### src/rtl/duplex_output_selector.sv
// Output selector for a duplicated X/Y computation pair. It filters transient channel
// errors, latches permanent faults, and degrades from duplex to simplex to fail-safe.
module duplex_output_selector #(
    parameter int unsigned FAULT_THRESH    = 3,
    parameter int unsigned MISMATCH_THRESH = 2
) (
    input  logic       clk,
    input  logic       rst_n,
    input  logic [2:0] x_data,
    input  logic       x_carry,
    input  logic       xe0,
    input  logic       xe1,
    input  logic [2:0] y_data,
    input  logic       y_carry,
    input  logic       ye0,
    input  logic       ye1,
    input  logic       clear_faults,
    output logic [2:0] z_data,
    output logic       z_carry,
    output logic       z_valid,
    output logic       ze0,
    output logic       ze1,
    output logic [1:0] mode
);

    typedef enum logic [1:0] {
        DUPLEX    = 2'b00,
        SIMPLEX_X = 2'b01,
        SIMPLEX_Y = 2'b10,
        FAILSAFE  = 2'b11
    } mode_t;

    localparam logic [3:0] FT = 4'(FAULT_THRESH);
    localparam logic [3:0] MT = 4'(MISMATCH_THRESH);

    mode_t      state, state_n, rules;
    logic [3:0] x_cnt, y_cnt, m_cnt;
    logic [3:0] x_cnt_n, y_cnt_n, m_cnt_n;
    logic       x_ok, y_ok, x_fail, y_fail, differ;
    logic [3:0] x_val, y_val, z_n;
    logic       v_n;

    function automatic logic [3:0] sat_inc(input logic [3:0] v);
        return (v == 4'hF) ? v : v + 4'd1;
    endfunction

    always_comb begin
        x_ok   = ~xe0 & xe1;
        y_ok   = ~ye0 & ye1;
        x_val  = {x_carry, x_data};
        y_val  = {y_carry, y_data};
        differ = x_val != y_val;
        rules  = clear_faults ? DUPLEX : state;

        // Default is hold: the last result stays put, flagged untrustworthy.
        z_n = {z_carry, z_data};
        v_n = 1'b0;
        case (rules)
            DUPLEX: begin
                if (x_ok) begin
                    z_n = x_val;
                    v_n = ~(y_ok & differ);
                end else if (y_ok) begin
                    z_n = y_val;
                    v_n = 1'b1;
                end
            end
            SIMPLEX_X: if (x_ok) begin z_n = x_val; v_n = 1'b1; end
            SIMPLEX_Y: if (y_ok) begin z_n = y_val; v_n = 1'b1; end
            default: ;
        endcase

        // An excluded channel's counter is parked at zero.
        x_cnt_n = (state == DUPLEX || state == SIMPLEX_X) ? (x_ok ? 4'd0 : sat_inc(x_cnt)) : 4'd0;
        y_cnt_n = (state == DUPLEX || state == SIMPLEX_Y) ? (y_ok ? 4'd0 : sat_inc(y_cnt)) : 4'd0;
        m_cnt_n = (state == DUPLEX && x_ok && y_ok && differ) ? sat_inc(m_cnt) : 4'd0;
        x_fail  = x_cnt_n >= FT;
        y_fail  = y_cnt_n >= FT;

        state_n = state;
        case (state)
            DUPLEX: begin
                if ((x_fail && y_fail) || m_cnt_n >= MT) state_n = FAILSAFE;
                else if (x_fail)                         state_n = SIMPLEX_Y;
                else if (y_fail)                         state_n = SIMPLEX_X;
            end
            SIMPLEX_X: if (x_fail) state_n = FAILSAFE;
            SIMPLEX_Y: if (y_fail) state_n = FAILSAFE;
            default: ;
        endcase

        if (clear_faults) begin
            state_n = DUPLEX;
            x_cnt_n = 4'd0;
            y_cnt_n = 4'd0;
            m_cnt_n = 4'd0;
        end
    end

    always_ff @(posedge clk or negedge rst_n) begin
        if (!rst_n) begin
            state   <= DUPLEX;
            x_cnt   <= 4'd0;
            y_cnt   <= 4'd0;
            m_cnt   <= 4'd0;
            z_data  <= 3'b000;
            z_carry <= 1'b0;
            z_valid <= 1'b0;
            ze0     <= 1'b1;
            ze1     <= 1'b1;
        end else begin
            state   <= state_n;
            x_cnt   <= x_cnt_n;
            y_cnt   <= y_cnt_n;
            m_cnt   <= m_cnt_n;
            z_data  <= z_n[2:0];
            z_carry <= z_n[3];
            z_valid <= v_n;
            // 10 is never produced, so a downstream checker can treat it as a block fault.
            ze0     <= ~(v_n && state_n != FAILSAFE);
            ze1     <= 1'b1;
        end
    end

    assign mode = state;

endmodule
### config.mk
export PLATFORM = sky130hd
export DESIGN_NAME = duplex_output_selector
export DESIGN_NICKNAME = d
export VERILOG_FILES = /design/src/rtl/duplex_output_selector.sv
export SDC_FILE = /design/constraint.sdc
export NUM_CORES = 1
export LEC_CHECK = 0
export CORE_UTILIZATION = 54
export DETAILED_ROUTE_END_ITERATION = 10
export PLACE_DENSITY = 0.83
export SYNTH_ARGS = -nofsm -noshare
export SYNTH_HDL_FRONTEND = slang
export SYNTH_SLANG_ARGS = --single-unit
### constraint.sdc
create_clock -name clk -period 4.4 [get_ports clk]
set_input_delay 1.1 -clock clk [delete_from_list [all_inputs] [get_ports clk]]
set_output_delay 1.1 -clock clk [all_outputs]
set_load 0.02 [all_outputs]
Word-level counts from Yosys, hierarchy flattened

Index checks and enable logic that the tools add are counted.

$add $sub $neg: 3
$lt $le $gt $ge: 3
Equal/unequal tests: 10
Reduce and logical (&&, ||, !) cells: 12
Bitwise logic cells: 7
Mux-type cells: 27

Operators by type and width:

| operator              | number |
|---|---|
| $mux W4               | 14 |
| $mux W2               | 7 |
| $add A4 B1 Y4 const B | 3 |
| $eq A4 B4 Y1 const B  | 3 |
| $ge A4 B2 Y1 const B  | 3 |
| $pmux W4 S3           | 1 |
| $pmux W2 S3           | 1 |
| $logic_and A1 B1 Y1   | 5 |
| $eq A2 B1 Y1 const B  | 2 |
| $eq A2 B2 Y1 const B  | 2 |
| $logic_not A2 Y1      | 2 |
| $ne A2 B2 Y1 const B  | 2 |
| $ne A4 B4 Y1          | 1 |
| $not A1 Y1            | 4 |
| $and A1 B1 Y1         | 3 |
| $logic_or A1 B1 Y1    | 3 |
| $mux W1               | 3 |
| $pmux W1 S3           | 1 |
| $reduce_bool A3 Y1    | 1 |
| $reduce_and A2 Y1     | 1 |

Bits in registers: 20
Output and inout bits: 9
Input bits: 15
Word-level logic and storage cells: 70

Longest topological paths before layout

Gate-level depths: netlist (run 1).

Word-level depth: 14
Mapped depth: 7
Depth with buffers taken out: 7

Worst setup path before layout (run 1)

OpenSTA, ideal clock, no wires.

Path kind: input to register
Start point: input clear_faults
End point: register z_carry
Library setup time: 121 ps
Arrival time: 2299 ps
Stages: 6
Required time: 4279 ps
Path buffers: 0
Slack: 1980 ps
Cells stage by stage: nor2b_1 inv_1 ha_1 a21oi_1 o21ai_0 a22o_1

Longest elaborated chain between the ends: 4
Elaborated cells on any way between the ends: 8
Classes of those cells: eq/ne (3); mux (2); reduce/logical (3)

Ends and longest elaborated chain:

| element                                                                    | RTL line | RTL |
|---|---|---|
| from (decl)                                                                | 17       | `input logic clear_faults,` |
| $mux W2 (*)                                                                | 53       | `rules = clear_faults ? DUPLEX : state;` |
| $eq A2 B1 Y1, or another cell as far along                                 | 58       | `case (rules)` |
| $ne A2 B2 Y1 (no source line) / $reduce_bool A3 Y1 (equally long branches) | --       |  |
| $reduce_and A2 Y1 (no source line)                                         | --       |  |
| to (signal assigned)                                                       | 117      | `z_carry <= z_n[3];` |
| to (decl)                                                                  | 19       | `output logic z_carry,` |

Every way passes the cells marked *; elsewhere a longest branch is shown, timed or not.
A chain may end at the register's enable or synchronous reset.

Worst setup path after layout (run 1)

Ends and elaborated chain as after synthesis.

==> results of run 1 <==
[worst max-delay path: stages]
cell	delay, ns
clkdlybuf4s50_1	0.51
nor2b_1	0.29
inv_1	0.11
ha_1	0.22
a21oi_1	0.29
o21ai_0	0.24
a22o_1	0.27
[power breakdown]
part	internal (mW)	leakage (nW)	switching (mW)
clock	0.0922	0.0279	0.0609
combinational	0.0749	0.391	0.0760
sequential	0.205	0.265	0.0178
total	0.372	0.684	0.155
[area by class of cell]
type	instances	share of cell area, %
multi-input combinational	98	44.7
timing repair buffer	22	14.7
clock inverter	1	2.01
clock buffer	3	1.51
inverter	5	1.26
sequential	20	33.6
tap	27	2.26
[path summary, 6_finish.rpt]
check | cells past startpoint | endpoint | start
max | 7 | z_carry | clear_faults
min | 1 | z_data[1] | z_data[1]
max reg2reg | 6 | z_carry | mode[1]
min reg2reg | 1 | z_data[1] | z_data[1]
max in group asynchronous | 1 | x_cnt[2] | rst_n
min in group asynchronous | 1 | y_cnt[3] | rst_n
[cells in the mapped netlist, types with 4 or more instances]
| master | n | area share, % |
|---|---|---|
| a22o_1 | 7 | 5.1 |
| xor2_1 | 4 | 2.9 |
| nand3_1 | 6 | 2.5 |
| nand2_1 | 8 | 2.5 |
| nor2_1 | 21 | 6.6 |
| dfrtp_1 | 19 | 40 |
| a21oi_1 | 4 | 1.7 |
| inv_1 | 5 | 1.6 |
| ha_1 | 8 | 8.4 |
| mux2i_1 | 4 | 3.3 |
| a211oi_1 | 5 | 3.1 |
| o21ai_0 | 4 | 1.7 |
[metrics by stage]
step	utilization [%]	total power [mW]	instances	area, um2
final	73.9	0.527	176	1500
after global routing	73.9	0.554	176	1500
after CTS	73.9	0.531	176	1500
after detailed placement	71.3	0.377	172	1440
after global placement	71.3	0.374	172	1440
after floorplan	-	0.312	124	1200
[placed cells by master (no fill, tap or decap), types with 2 or more instances in the layout]
cell type	instances
a211oi_1	5
a21oi_1	4
a22o_1	7
a31oi_1	2
clkbuf_4	3
clkdlybuf4s50_1	22
dfrtp_1	19
ha_1	8
inv_1	5
mux2i_1	4
nand2_1	8
nand3_1	6
nor2_1	21
nor2b_1	3
nor3_1	3
o21ai_0	4
xnor2_1	3
xor2_1	4
[per-layer routing]
metal | up-vias | routed length [um] | global-route usage [%]
li1 | 500 | - | -
met1 | 496 | 1100 | 27.1
met2 | 26 | 1320 | 43.4
met3 | 5 | 80 | 4.36
met4 | 0 | 41 | 11.8
met5 | - | 0 | 0
[cells by family after synthesis]
group	count (synthesis)	share of synthesized area [%]
AND/OR/NAND/NOR	47	18.5
buffers and inverters	6	2.20
flip-flops	20	41.9
multiplexers	4	3.35
AO/OA/AOI/OAI	31	20.2
XOR/XNOR	7	5.13
other	1	0.314
adder cells (fa/ha/maj)	8	8.37
[sequential cells by signal, indices dropped and copies added, names as in the netlist]
register	flops
m_cnt	4
x_cnt	4
y_cnt	4
z_data	3
mode	2
z_carry	1
z_valid	1
ze0	1
==> key figures, run 1 <==
Worst setup path
  • Worst Path Required: 4.61 ns
  • Crit path DAT: 3.04 ns
  • CP Max Fanout: 6
  • Setup Crit Path Kind: in2reg
  • Reg2Reg Setup Slack: 2.46 ns
  • Crit path launch type: input pin
  • Critical path capture point type: flip-flop

CTS
  • Setup Buffers After CTS: 0
  • CTS tree: built
  • Root Buffer Master: clkbuf_4
  • Clk sinks: 20
  • CTS resizes: 0
  • Clock Pin Slew Worst Setup and Hold Paths: 0.11 ns
  • Clock buffer depth: 2
  • CTS buffer count: 3
  • Clock latency on the worst-skew pair: 0.31 ns
  • CTS H-tree depth: 1
  • CTS Hold Buffers Added: 0

Detailed routing
  • Iter 0 DRT Violations: 25
  • Via count: 1027
  • Wire length per cell: 14.5 um
  • TritonRoute pass-1 iters: 4
  • Vias per cell: 5.84
  • Final ANT Viol Nets: 0
  • DRC viols: 0
  • Drt total wl: 2550 um

Synth
  • Cell area after synthesis: 1200 um2
  • Flops & latches, synth: 20
  • Post-synth EDFFs: 0
  • Avg Cell Area, Syn: 9.65 um2
  • Top_reg_cell synth: dfrtp_1
  • Post-Syn Instances: 124
  • Post-synth ARST share: 100%
  • Synthesized Nets: 147
  • Synthesis Warnings: 0
  • Netlist cell types: 34
  • Sequential area share after synthesis: 41.9%

Timing
  • Setup TNS: 0 ns
  • Worst hold margin: 0.523 ns
  • Skew final: 0.00415 ns
  • Relative slew slack: 41.9%
  • Peak Freq: 354 MHz
  • Final min period: 2.83 ns
  • Fin. max-slew vios: 0
  • Fin crit share: 64.3%
  • Unrepaired setup endpoints after global routing: false
  • Worst Tran Pin Value: 0.869 ns
  • Final Hold Vio Count: 0
  • Setup violators final: 0
  • Final WS setup: 1.57 ns

Outcome
  • Status: completed

Floorplan
  • Die Y-Extent: 49.1 um
  • Core Box Area: 2020 um2
  • I/O pin cnt: 24
  • Die ar.: 2410 um2
  • Initial core utilization: 59.2%
  • Rows: 16
  • Die W: 49.1 um

Cells and area
  • Register area: 502 um2
  • Share of layout cells above drive strength 1: 6.71%
  • Diode count: 0
  • NumNets Final: 173
  • Multi-input gate area: 668 um2
  • Filler Cells Inserted: 153
  • Layout area overhead: 25.0%

Global routing
  • GR Overflow Total: 0
  • Number of global-route vias before repair: 1054
  • First-pass GRT wire length: 4420 um
  • Antenna violations before repair: 0
  • Gr usage total: 24.1%
  • Largest net degree at the start of global routing: 21

Min path
  • Hold Crit Class: reg2reg

Power
  • Pleak: 0.684 nW
  • Worst vdd ir: 0.000232 V
  • Pwr/cell area: 352 nW/um2

Place
  • Routability congestion estimate: 0.799
  • Detail Placement HPWL: 1970 um
  • PortBufs: 22
  • Pre-CTS setup slack: 1.25 ns

Job
  • Max cap viols: 0
Note: power is estimated with default switching activity, not from simulation.
==> inputs of run 2 (changes only) <==
--- a/config.mk
+++ b/config.mk
@@ -5,9 +5,9 @@
 export SDC_FILE = /design/constraint.sdc
 export NUM_CORES = 1
 export LEC_CHECK = 0
-export CORE_UTILIZATION = 54
+export CORE_UTILIZATION = 45
 export DETAILED_ROUTE_END_ITERATION = 10
-export PLACE_DENSITY = 0.83
+export PLACE_DENSITY = 0.74
 export SYNTH_ARGS = -nofsm -noshare
 export SYNTH_HDL_FRONTEND = slang
 export SYNTH_SLANG_ARGS = --single-unit
==> constraint.sdc (replaced) <==
create_clock -name clk -period 2.5 [get_ports clk]
set_input_delay 0.625 -clock clk [delete_from_list [all_inputs] [get_ports clk]]
set_output_delay 0.625 -clock clk [all_outputs]
set_load 0.02 [all_outputs]
==> key figures, run 2 (synthesis results as in run 1) <==
Global routing
  • First-pass GRT wire length: 4190 um
  • GR Overflow Total: 0
  • Largest net degree at the start of global routing: 21
  • Antenna violations before repair: 0
  • Gr usage total: 19.4%
  • Number of global-route vias before repair: 1010

Timing
  • Unrepaired setup endpoints after global routing: false
  • Setup TNS: 0 ns
  • Final WS setup: 0.260 ns
  • Fin crit share: 89.6%
  • Fin. max-slew vios: 0
  • Skew final: 0.00401 ns
  • Final Hold Vio Count: 0
  • Setup violators final: 0
  • Peak Freq: 446 MHz
  • Final min period: 2.24 ns

Worst setup path
  • CP dominant cell by count: a22o_1
  • Crit path DAT: 2.45 ns
  • Setup Crit Path Kind: in2reg
  • Critical-path cell list: clkdlybuf4s50_1 -> nor2b_1 -> ha_1 -> nand2_1 -> o21ai_0 -> a22o_1 -> a22o_1
  • Worst Path Required: 2.71 ns
  • Critical path capture point type: flip-flop
  • Crit path launch type: input pin
  • CP max-delay cell: clkdlybuf4s50_1
  • CP Max Fanout: 4
  • Largest stage delay on the critical path: 0.46 ns

Floorplan
  • Die Y-Extent: 53.6 um
  • Die ar.: 2870 um2
  • Initial core utilization: 47.8%
  • Core Box Area: 2500 um2
  • Die W: 53.6 um
  • I/O pin cnt: 24
  • Rows: 18

Detailed routing
  • Drt total wl: 2390 um
  • Via count: 1040
  • Vias per cell: 5.68
  • TritonRoute pass-1 iters: 6
  • Wire length per cell: 13.1 um
  • DRC viols: 0
  • Final ANT Viol Nets: 0
  • Iter 0 DRT Violations: 18

CTS
  • CTS buffer count: 3
  • Setup Buffers After CTS: 0
  • CTS H-tree depth: 1
  • Clk sinks: 20
  • Clock Pin Slew Worst Setup and Hold Paths: 0.13 ns
  • Clock buffer depth: 2
  • CTS Hold Buffers Added: 0
  • Clock latency on the worst-skew pair: 0.30 ns
  • Root Buffer Master: clkbuf_4
  • CTS resizes: 0
  • CTS tree: built

Cells and area
  • Register area: 502 um2
  • NumNets Final: 177
  • Layout area overhead: 27.8%
  • Commonest non-fill, non-tap cells in the layout: 22 x clkdlybuf4s50_1, 21 x nor2_1, 19 x dfrtp_1, 8 x nand2_1, 8 x ha_1
  • Share of layout cells above drive strength 1: 9.15%
  • Filler Cells Inserted: 219
  • Diode count: 0
  • Multi-input gate area: 668 um2
  • Commonest non-fill, non-tap cell in the layout: clkdlybuf4s50_1
  • Regs by FF count: m_cnt (4), x_cnt (4), y_cnt (4)

Power
  • Clk pwr share: 29.2%
  • Worst vdd ir: 0.000433 V
  • Sw Pwr: 277 uW
  • Pwr/cell area: 614 nW/um2
  • Int Pwr: 662 uW
  • Pleak: 0.703 nW
  • Switching Share: 29.5%
  • Comb pwr share: 29.3%
  • Reg power frac: 41.4%

Place
  • PortBufs: 22
  • Routability congestion estimate: 0.767
  • Detail Placement HPWL: 1900 um
  • Pre-CTS setup slack: -0.0616 ns

Min path
  • Hold Crit Class: reg2reg

Job
  • Max cap viols: 0

Outcome
  • Status: completed
==> run 2: cell count changes in the layout (fill, tap and decap cells not counted) <==
cell   delta
buf_4     +4
==> run 2: power groups by stage <==
| stage | combinational, mW | sequential [mW] | clock, mW |
|---|---|---|---|
| 4_1_cts | 0.278 | 0.390 | 0.277 |
| 3_5_place_dp | 0.277 | 0.397 | 0 |
| 5_1_grt | 0.304 | 0.397 | 0.289 |
| 2_1_floorplan | 0.124 | 0.425 | 0 |
| 6_report | 0.276 | 0.389 | 0.274 |
| 3_3_place_gp | 0.270 | 0.395 | 0 |
==> run 2: layer usage <==
layer,vias to the layer above,share of wire (%),track usage [%]
met5,-,0,0
li1,505,-,-
met3,2,2.3,2.54
met1,516,45,23.3
met4,0,0.17,3.51
met2,17,52,36.9
==> run 2: area by class of cell <==
cell class | instances | share of cell area [%]
multi-input combinational | 98 | 43.7
sequential | 20 | 32.8
timing repair buffer | 26 | 16.4
tap | 30 | 2.45
clock inverter | 1 | 1.96
clock buffer | 3 | 1.47
inverter | 5 | 1.23
==> run 2: critical path: cells and delay by family <==
kind | cells | cell delay, ns
adder cells (fa/ha/maj) | 1 | 0.32
AND/OR/NAND/NOR | 2 | 0.37
AO/OA/AOI/OAI | 3 | 0.67
buffers and inverters | 1 | 0.46
==> run 2: stage by stage <==
stage          instance area [um2]  hold slack, ns  util (%)  cells  power (mW)
6_report                      1530           0.518      61.2    183       0.939
5_1_grt                       1530           0.555      61.2    183       0.990
4_1_cts                       1530           0.526      61.2    183       0.946
3_5_place_dp                  1480           0.497      59.1    179       0.674
3_3_place_gp                  1480           0.488      59.1    179       0.664
2_1_floorplan                 1200           0.329         -    124       0.549
==> run 2: path summary, 6_finish.rpt <==
kind                         startpoint        end  slack [ns]  cells after the start
max reg2reg                     mode[0]  z_data[2]        0.60                      6
min                             z_carry    z_carry        0.52                      1
max in group asynchronous         rst_n        ze0        1.60                      2
min in group asynchronous         rst_n   y_cnt[3]        0.64                      2
max                        clear_faults  z_data[2]        0.26                      7
min reg2reg                     z_carry    z_carry        0.52                      1
